<file path="config.mk">
export PLATFORM = sky130hd
export DESIGN_NAME = cyc_step_sequencer_flat
export DESIGN_NICKNAME = d
export VERILOG_FILES = /design/src/rtl/cyc_step_sequencer_if.sv /design/src/rtl/cyc_step_sequencer.sv /design/src/flat_wrapper.sv
export SDC_FILE = /design/constraint.sdc
export NUM_CORES = 1
export LEC_CHECK = 0
export CAP_MARGIN = 20
export CELL_PAD_IN_SITES_DETAIL_PLACEMENT = 1
export CELL_PAD_IN_SITES_GLOBAL_PLACEMENT = 1
export CORE_MARGIN = 3
export CORE_UTILIZATION = 40
export DETAILED_ROUTE_END_ITERATION = 8
export PLACE_DENSITY_LB_ADDON = 0.1
export SLEW_MARGIN = 20
export SYNTH_ARGS = -nofsm -noshare
export SYNTH_HDL_FRONTEND = slang
export SYNTH_SLANG_ARGS = --single-unit
</file>
<file path="constraint.sdc">
create_clock -name clk -period 5.9 [get_ports clk]
set_input_delay 1.475 -clock clk [delete_from_list [all_inputs] [get_ports clk]]
set_output_delay 1.475 -clock clk [all_outputs]
set_load 0.05 [all_outputs]
</file>
<file path="src/rtl/cyc_step_sequencer_if.sv">
// rtl/cyc_step_sequencer_if.sv - control, table-write and result bundle of the step sequencer
//
// Purpose: groups every cyc_step_sequencer signal except clk/rst.
//   master modport: the bench/controller side. It drives run and the wr_* table port
//                   and observes the results.
//   slave modport : the sequencer side.
// Ports (as seen from the slave):
//   run      in   start pulse, sampled in IDLE only
//   wr_en    in   table write strobe
//   wr_idx   in   [IW]     table entry to write
//   wr_vld   in   entry valid bit (0 invalidates the entry)
//   wr_cyc   in   [CW]     cycle number the entry matches
//   wr_op    in   [2]      0 DRIVE, 1 FORCE, 2 RELEASE, 3 FINISH
//   wr_val   in   [WIDTH]  drive/force value
//   wr_mask  in   [WIDTH]  force/release bit mask
//   bus_out  out  [WIDTH]  resolved bus
//   cyc_out  out  [CW]     current cycle count
//   step_hit out  a step matched in the previous cycle
//   hit_idx  out  [IW]     index of that step
//   dup_hit  out  more than one valid step matched in the previous cycle
//   done     out  FINISH executed or counter saturated
interface cyc_step_sequencer_if #(
  parameter int WIDTH  = 4,
  parameter int NSTEPS = 8,
  parameter int CW     = 32
);
  localparam int IW = $clog2(NSTEPS);

  logic              run;
  logic              wr_en;
  logic [IW-1:0]     wr_idx;
  logic              wr_vld;
  logic [CW-1:0]     wr_cyc;
  logic [1:0]        wr_op;
  logic [WIDTH-1:0]  wr_val;
  logic [WIDTH-1:0]  wr_mask;
  logic [WIDTH-1:0]  bus_out;
  logic [CW-1:0]     cyc_out;
  logic              step_hit;
  logic [IW-1:0]     hit_idx;
  logic              dup_hit;
  logic              done;

  modport master (
    output run, wr_en, wr_idx, wr_vld, wr_cyc, wr_op, wr_val, wr_mask,
    input  bus_out, cyc_out, step_hit, hit_idx, dup_hit, done
  );

  modport slave (
    input  run, wr_en, wr_idx, wr_vld, wr_cyc, wr_op, wr_val, wr_mask,
    output bus_out, cyc_out, step_hit, hit_idx, dup_hit, done
  );
endinterface

</file>
<file path="src/rtl/cyc_step_sequencer.sv">
// rtl/cyc_step_sequencer.sv - cycle-indexed drive/force/release/finish step sequencer
//
// Purpose: holds a table of NSTEPS steps. Each step names a cycle number and an action.
//   While running, a free-running cycle counter selects the lowest-indexed valid
//   step whose cycle matches, and that step's action is applied.
//   bus_out = (drv & ~fmask) | (fval & fmask).
// Ports:
//   clk  in  clock; all state changes on the rising edge
//   rst  in  synchronous active-high reset
//   bus  cyc_step_sequencer_if.slave  run/table-write inputs and result outputs
// Optional feature: define STEP_SEQ_DUP_CHECK_EN to build the duplicate-match
//   counter that drives dup_hit. Without it, dup_hit is tied to 0.
module cyc_step_sequencer #(
  parameter int WIDTH  = 4,
  parameter int NSTEPS = 8,
  parameter int CW     = 32
) (
  input  logic                 clk,
  input  logic                 rst,
  cyc_step_sequencer_if.slave  bus
);
  localparam int IW    = $clog2(NSTEPS);
  // The table is sized to the full index range. A write to an index at or above
  // NSTEPS lands in storage that the match logic never inspects.
  localparam int DEPTH = 1 << IW;

  localparam logic [1:0] OP_DRIVE   = 2'd0;
  localparam logic [1:0] OP_FORCE   = 2'd1;
  localparam logic [1:0] OP_RELEASE = 2'd2;
  localparam logic [1:0] OP_FINISH  = 2'd3;

  typedef enum logic [1:0] {IDLE, RUN, DONE} state_t;

  state_t            state;
  logic [CW-1:0]     cyc;
  logic [WIDTH-1:0]  drv, fval, fmask;

  logic [DEPTH-1:0]  tab_vld;
  logic [CW-1:0]     tab_cyc  [DEPTH];
  logic [1:0]        tab_op   [DEPTH];
  logic [WIDTH-1:0]  tab_val  [DEPTH];
  logic [WIDTH-1:0]  tab_mask [DEPTH];

  logic [NSTEPS-1:0] match;
  logic              hit;
  logic [IW-1:0]     hit_sel;
  logic              dup;
  logic [WIDTH-1:0]  drv_n, fval_n, fmask_n;

  // Scanning from the top down lets the lowest matching index overwrite hit_sel
  // last, which gives first-match priority.
  always_comb begin
    match   = '0;
    hit     = 1'b0;
    hit_sel = '0;
    for (int i = NSTEPS - 1; i >= 0; i--) begin
      if (tab_vld[i] && (tab_cyc[i] == cyc)) begin
        match[i] = 1'b1;
        hit      = 1'b1;
        hit_sel  = IW'(i);
      end
    end
  end

`ifdef STEP_SEQ_DUP_CHECK_EN
  logic [IW:0] match_cnt;
  always_comb begin
    match_cnt = '0;
    for (int i = 0; i < NSTEPS; i++) begin
      match_cnt = match_cnt + (IW+1)'(match[i]);
    end
  end
  assign dup = (match_cnt >= (IW+1)'(2));
`else
  assign dup = 1'b0;
`endif

  always_comb begin
    drv_n   = drv;
    fval_n  = fval;
    fmask_n = fmask;
    if (hit) begin
      case (tab_op[hit_sel])
        OP_DRIVE:   drv_n = tab_val[hit_sel];
        OP_FORCE: begin
          fmask_n = fmask | tab_mask[hit_sel];
          fval_n  = (fval & ~tab_mask[hit_sel]) | (tab_val[hit_sel] & tab_mask[hit_sel]);
        end
        OP_RELEASE: fmask_n = fmask & ~tab_mask[hit_sel];
        default: ;
      endcase
    end
  end

  assign bus.cyc_out = cyc;

  always_ff @(posedge clk) begin
    if (rst) begin
      state        <= IDLE;
      cyc          <= '0;
      drv          <= '0;
      fval         <= '0;
      fmask        <= '0;
      tab_vld      <= '0;
      bus.bus_out  <= '0;
      bus.step_hit <= 1'b0;
      bus.hit_idx  <= '0;
      bus.dup_hit  <= 1'b0;
      bus.done     <= 1'b0;
    end else begin
      // Table writes are accepted in every state. The match logic reads the
      // pre-edge contents, so a same-edge write and match uses the old entry.
      if (bus.wr_en) begin
        tab_vld[bus.wr_idx]  <= bus.wr_vld;
        tab_cyc[bus.wr_idx]  <= bus.wr_cyc;
        tab_op[bus.wr_idx]   <= bus.wr_op;
        tab_val[bus.wr_idx]  <= bus.wr_val;
        tab_mask[bus.wr_idx] <= bus.wr_mask;
      end

      // step_hit/dup_hit are pulses. They fall in every state unless RUN re-asserts them.
      bus.step_hit <= 1'b0;
      bus.dup_hit  <= 1'b0;

      case (state)
        IDLE: begin
          if (bus.run) begin
            state <= RUN;
            cyc   <= '0;
          end
        end
        RUN: begin
          bus.step_hit <= hit;
          bus.dup_hit  <= hit & dup;
          if (hit) bus.hit_idx <= hit_sel;
          drv         <= drv_n;
          fval        <= fval_n;
          fmask       <= fmask_n;
          bus.bus_out <= (drv_n & ~fmask_n) | (fval_n & fmask_n);
          if (hit && (tab_op[hit_sel] == OP_FINISH)) begin
            state    <= DONE;
            bus.done <= 1'b1;
            // The counter never wraps, even when FINISH sits on the last count.
            if (cyc != {CW{1'b1}}) cyc <= cyc + 1'b1;
          end else if (cyc == {CW{1'b1}}) begin
            state    <= DONE;
            bus.done <= 1'b1;
          end else begin
            cyc <= cyc + 1'b1;
          end
        end
        default: ;  // DONE: outputs hold until rst
      endcase
    end
  end
endmodule

</file>
<file path="src/flat_wrapper.sv">
// flat-port wrapper written by rule: the top's interface ports become plain ports
module cyc_step_sequencer_flat 
#(
  parameter int WIDTH  = 4,
  parameter int NSTEPS = 8,
  parameter int CW     = 32
)
  (clk, rst, bus_run, bus_wr_en, bus_wr_idx, bus_wr_vld, bus_wr_cyc, bus_wr_op, bus_wr_val, bus_wr_mask, bus_bus_out, bus_cyc_out, bus_step_hit, bus_hit_idx, bus_dup_hit, bus_done);
  cyc_step_sequencer_if #(.WIDTH(WIDTH), .NSTEPS(NSTEPS), .CW(CW)) bus_i ();
  input  logic clk;
  input  logic rst;
  input wire logic [$bits(bus_i.run)-1:0] bus_run;
  input wire logic [$bits(bus_i.wr_en)-1:0] bus_wr_en;
  input wire logic [$bits(bus_i.wr_idx)-1:0] bus_wr_idx;
  input wire logic [$bits(bus_i.wr_vld)-1:0] bus_wr_vld;
  input wire logic [$bits(bus_i.wr_cyc)-1:0] bus_wr_cyc;
  input wire logic [$bits(bus_i.wr_op)-1:0] bus_wr_op;
  input wire logic [$bits(bus_i.wr_val)-1:0] bus_wr_val;
  input wire logic [$bits(bus_i.wr_mask)-1:0] bus_wr_mask;
  output wire logic [$bits(bus_i.bus_out)-1:0] bus_bus_out;
  output wire logic [$bits(bus_i.cyc_out)-1:0] bus_cyc_out;
  output wire logic [$bits(bus_i.step_hit)-1:0] bus_step_hit;
  output wire logic [$bits(bus_i.hit_idx)-1:0] bus_hit_idx;
  output wire logic [$bits(bus_i.dup_hit)-1:0] bus_dup_hit;
  output wire logic [$bits(bus_i.done)-1:0] bus_done;
  assign bus_i.run = bus_run;
  assign bus_i.wr_en = bus_wr_en;
  assign bus_i.wr_idx = bus_wr_idx;
  assign bus_i.wr_vld = bus_wr_vld;
  assign bus_i.wr_cyc = bus_wr_cyc;
  assign bus_i.wr_op = bus_wr_op;
  assign bus_i.wr_val = bus_wr_val;
  assign bus_i.wr_mask = bus_wr_mask;
  assign bus_bus_out = bus_i.bus_out;
  assign bus_cyc_out = bus_i.cyc_out;
  assign bus_step_hit = bus_i.step_hit;
  assign bus_hit_idx = bus_i.hit_idx;
  assign bus_dup_hit = bus_i.dup_hit;
  assign bus_done = bus_i.done;
  cyc_step_sequencer #(.WIDTH(WIDTH), .NSTEPS(NSTEPS), .CW(CW)) u_core (.clk(clk), .rst(rst), .bus(bus_i));
endmodule
</file>
==> impl_metrics.env <==
export IMPL_initial_core_util_pct=40.78
export IMPL_numCtsBuffers=45
export IMPL_wl_mm=68.93
export IMPL_die_h_um=219.3
export IMPL_area_delta_synth_final_pct=17.35
export IMPL_synth_cell_area_sq_um=18190
export IMPL_async_flop_share_pct=0
export IMPL_synthCells=1408
export IMPL_finalWeightedCongestion=0.9758
export IMPL_path_cells="xor2_1 -> nor4_2 -> nand4_1 -> nor4_1 -> nand4bb_2 -> nand2_2 -> buf_4 -> mux2i_1 -> nand2_1 -> o21ai_0 -> o21ai_0 -> inv_1 -> ha_1 -> nor4b_2 -> mux2_1 -> or4b_1 -> a311oi_1"
export IMPL_drv_cap=0
export IMPL_vias_per_cell=5.947
export IMPL_clock_path_buffers=3
export IMPL_die_w_um=219.3
export IMPL_cts_sinks=399
export IMPL_whs_ns=0.4481
export IMPL_synth_edf_count=336
export IMPL_syn_area_per_cell_sq_um=12.92
export IMPL_stdcell_count=2151
export IMPL_hp_class="reg -> reg"
export IMPL_synthTopCellsByCount="edfxtp_1 (336), xor2_1 (185), xnor2_1 (86)"
export IMPL_crit_required_ns=6.39
export IMPL_post_route_period_util_pct=96.32
export IMPL_worstPathArrival_ns=6.18
export IMPL_max_slew_margin_pct=28.19
export IMPL_worst_ir_drop_vdd_v=0.0002379
export IMPL_postRouteAntennaNets=0
export IMPL_hold_violations=0
export IMPL_cts_root_buf="clkbuf_16"
export IMPL_grt_start_max_net_pins=53
export IMPL_reg2reg_setup_slack_ns=0.22
export IMPL_p_int_mw=4.869
export IMPL_wl_met2_mm=29.96
export IMPL_cts_max_level=2
export IMPL_yosysTopAreaCellShare_pct=55.47
export IMPL_max_clock_freq_mhz=176.0
export IMPL_placementRows=77
export IMPL_switching_power_mw=1.365
export IMPL_path_buf_inv=2
export IMPL_post_cts_buffers=0
export IMPL_drv_slew=0
export IMPL_power_frac_comb_pct=4.0
export IMPL_core_sq_um=44610
export IMPL_path_class="reg -> reg"
export IMPL_grt_pass1_vias=12600
export IMPL_maxUsedRoutingLayer="met4"
export IMPL_vias=12790
export IMPL_cp_slowest_stage_delay_ns=0.79
export IMPL_worst_pin_slew_ns=1.075
export IMPL_setup_violations=0
export IMPL_yosysSeqAreaShare_pct=62.40
export IMPL_grt_usage_pct=28.76
export IMPL_dp_hpwl_mm=49.50
export IMPL_drt_pass1_iter_count=5
export IMPL_cpMostUsedCell="o21ai_0"
export IMPL_clk_latency_ns=0.59
export IMPL_startpoint_type="flip-flop"
export IMPL_synth_seq_cells=399
export IMPL_dpl_worst_slack_ns=0.1605
export IMPL_ios=92
export IMPL_wl_met1_mm=31.37
export IMPL_final_nets=1577
export IMPL_num_fill_cells=4534
export IMPL_status="finished, final reports clean"
export IMPL_n_antenna_cell=0
export IMPL_powerDensity_nw_per_um2=292.1
export IMPL_overflow=0
export IMPL_synth_cell_types=65
export IMPL_layout_area_seq_sq_um=11350
export IMPL_final_setup_skew_ns=0.02150
export IMPL_tritoncts="built"
export IMPL_yosys_top_cells_area="edfxtp_1 (55%), xor2_1 (8.9%), dfxtp_1 (6.9%)"
export IMPL_wl_met3_mm=5.872
export IMPL_ys_warn_count=0
export IMPL_worst_path_max_fanout=12
export IMPL_fin_crit_ns=5.683
export IMPL_cp_end_kind="flip-flop"
export IMPL_yosys_most_used_dff="edfxtp_1"
export IMPL_cp_top_family="simple AND/OR/NAND/NOR gates"
export IMPL_reg2reg_depth=17
export IMPL_yosysTopAreaCell="edfxtp_1"
export IMPL_clock_power_share_pct=45.7
export IMPL_p_leak_nw=7.304
export IMPL_rsz0062_at_grt="false"
export IMPL_layout_drive_gt1_share_pct=10.07
export IMPL_drtIter0Drc=1554
export IMPL_multi_input_area_sq_um=6462
export IMPL_dpl_cell_count=2067
export IMPL_dieArea_sq_um=48070
export IMPL_grt_pass1_wl_mm=96.41
export IMPL_hold_depth=2
export IMPL_crit_path_top_delay_cell="dfxtp_1"
export IMPL_routedWlPerCell_um=32.05
export IMPL_switching_share_pct=21.89
export IMPL_tns_ns=0
export IMPL_synthMostInstantiatedCell="edfxtp_1"
export IMPL_io_buffers=90
export IMPL_antenna_found_initial=0
export IMPL_seqPwrFrac_pct=50.3
export IMPL_drc=0
export IMPL_setup_ws_ns=0.2169
export IMPL_cp_depth=17
export IMPL_clkTransAtPathRegs_ns=0.06
export IMPL_synth_nets=1463
==> placed cells by master (no fill, tap or decap), types with 8 or more instances in the layout <==
master	instances
nand2_1	76
xnor2_1	86
nor4_1	75
mux2i_1	8
a21oi_1	30
o211ai_1	18
dfxtp_1	63
nand4b_1	10
o21ai_0	23
mux2_2	8
inv_1	14
clkbuf_16	47
or3_1	13
and3_1	16
nor2_1	74
xor2_1	185
nor3_1	20
nand3_1	75
clkinv_2	8
edfxtp_1	336
nand4_1	56
a21bo_1	18
clkdlybuf4s50_1	90
clkbuf_8	11
mux2_1	8
buf_4	46
nand2b_1	22
clkbuf_1	12
==> timing repair <==
item	CTS	global route
endpoints found under the setup margin	0	10
resized for setup	0	2
hold buffers	0	0
==> registers in the layout, indices dropped and copies added (netlist names) <==
name                 cells
u_core.bus.bus_out       4
u_core.bus.cyc_out      32
u_core.bus.done          1
u_core.bus.hit_idx       3
u_core.bus.step_hit      1
u_core.drv               4
u_core.fmask             4
u_core.fval              4
u_core.state             2
u_core.tab_cyc         256
u_core.tab_mask         32
u_core.tab_op           16
u_core.tab_val          32
u_core.tab_vld           8
==> worst paths after layout <==
kind                           end                    from
max          u_core.bus.bus_out[2]  u_core.bus.cyc_out[29]
min          u_core.bus.hit_idx[1]   u_core.bus.hit_idx[1]
max reg2reg  u_core.bus.bus_out[2]  u_core.bus.cyc_out[29]
min reg2reg  u_core.bus.hit_idx[1]   u_core.bus.hit_idx[1]
==> power by group through the flow <==
stage               registers (mW)  logic, mW  clock network [mW]
floorplan                     3.20     0.0919                   0
global placement              3.20      0.246                   0
detailed placement            3.20      0.248                   0
CTS                           3.14      0.249                2.89
global route                  3.14      0.264                3.01
finish                        3.14      0.250                2.85
==> metrics by stage <==
step	cell area [sq um]	util [%]	power (mW)
final	21350	47.85	6.234
after global routing	21350	47.85	6.410
after CTS	21330	47.82	6.277
after detailed placement	19840	44.48	3.445
after global placement	19840	44.48	3.441
after floorplan	18190	-	3.289
==> logic make-up after synthesis <==
family / after synthesis / synth area share (%)
AO/OA/AOI/OAI: 141 / 5.723
XOR/XNOR: 271 / 13.05
adder cells (fa/ha/maj): 5 / 0.3439
buffers and inverters: 83 / 2.476
flip-flops: 399 / 62.40
multiplexers: 24 / 1.431
other: 1 / 0.02062
AND/OR/NAND/NOR: 484 / 14.55
==> area by class of cell <==
class	count	share of cell area, %
Tap cell	592	3.470
Inverter	14	0.2462
Multi-Input combinational cell	926	30.28
Sequential cell	399	53.18
Clock inverter	14	0.5627
Clock buffer	70	6.430
Timing Repair Buffer	136	5.838
==> metal layers <==
metal  track usage, %  vias up
met1            42.91     6627
met2            42.92      576
met5                0        -
met3            5.400      100
met4            7.950        0
li1                 -     5490
==> worst min-delay path: cells and delay by family, from the launching register on <==
kind	cells	cell delay (ns)
AND/OR/NAND/NOR	1	0.05
flip-flops	1	0.30
AO/OA/AOI/OAI	1	0.05
Power figures use the tool's default switching activity.
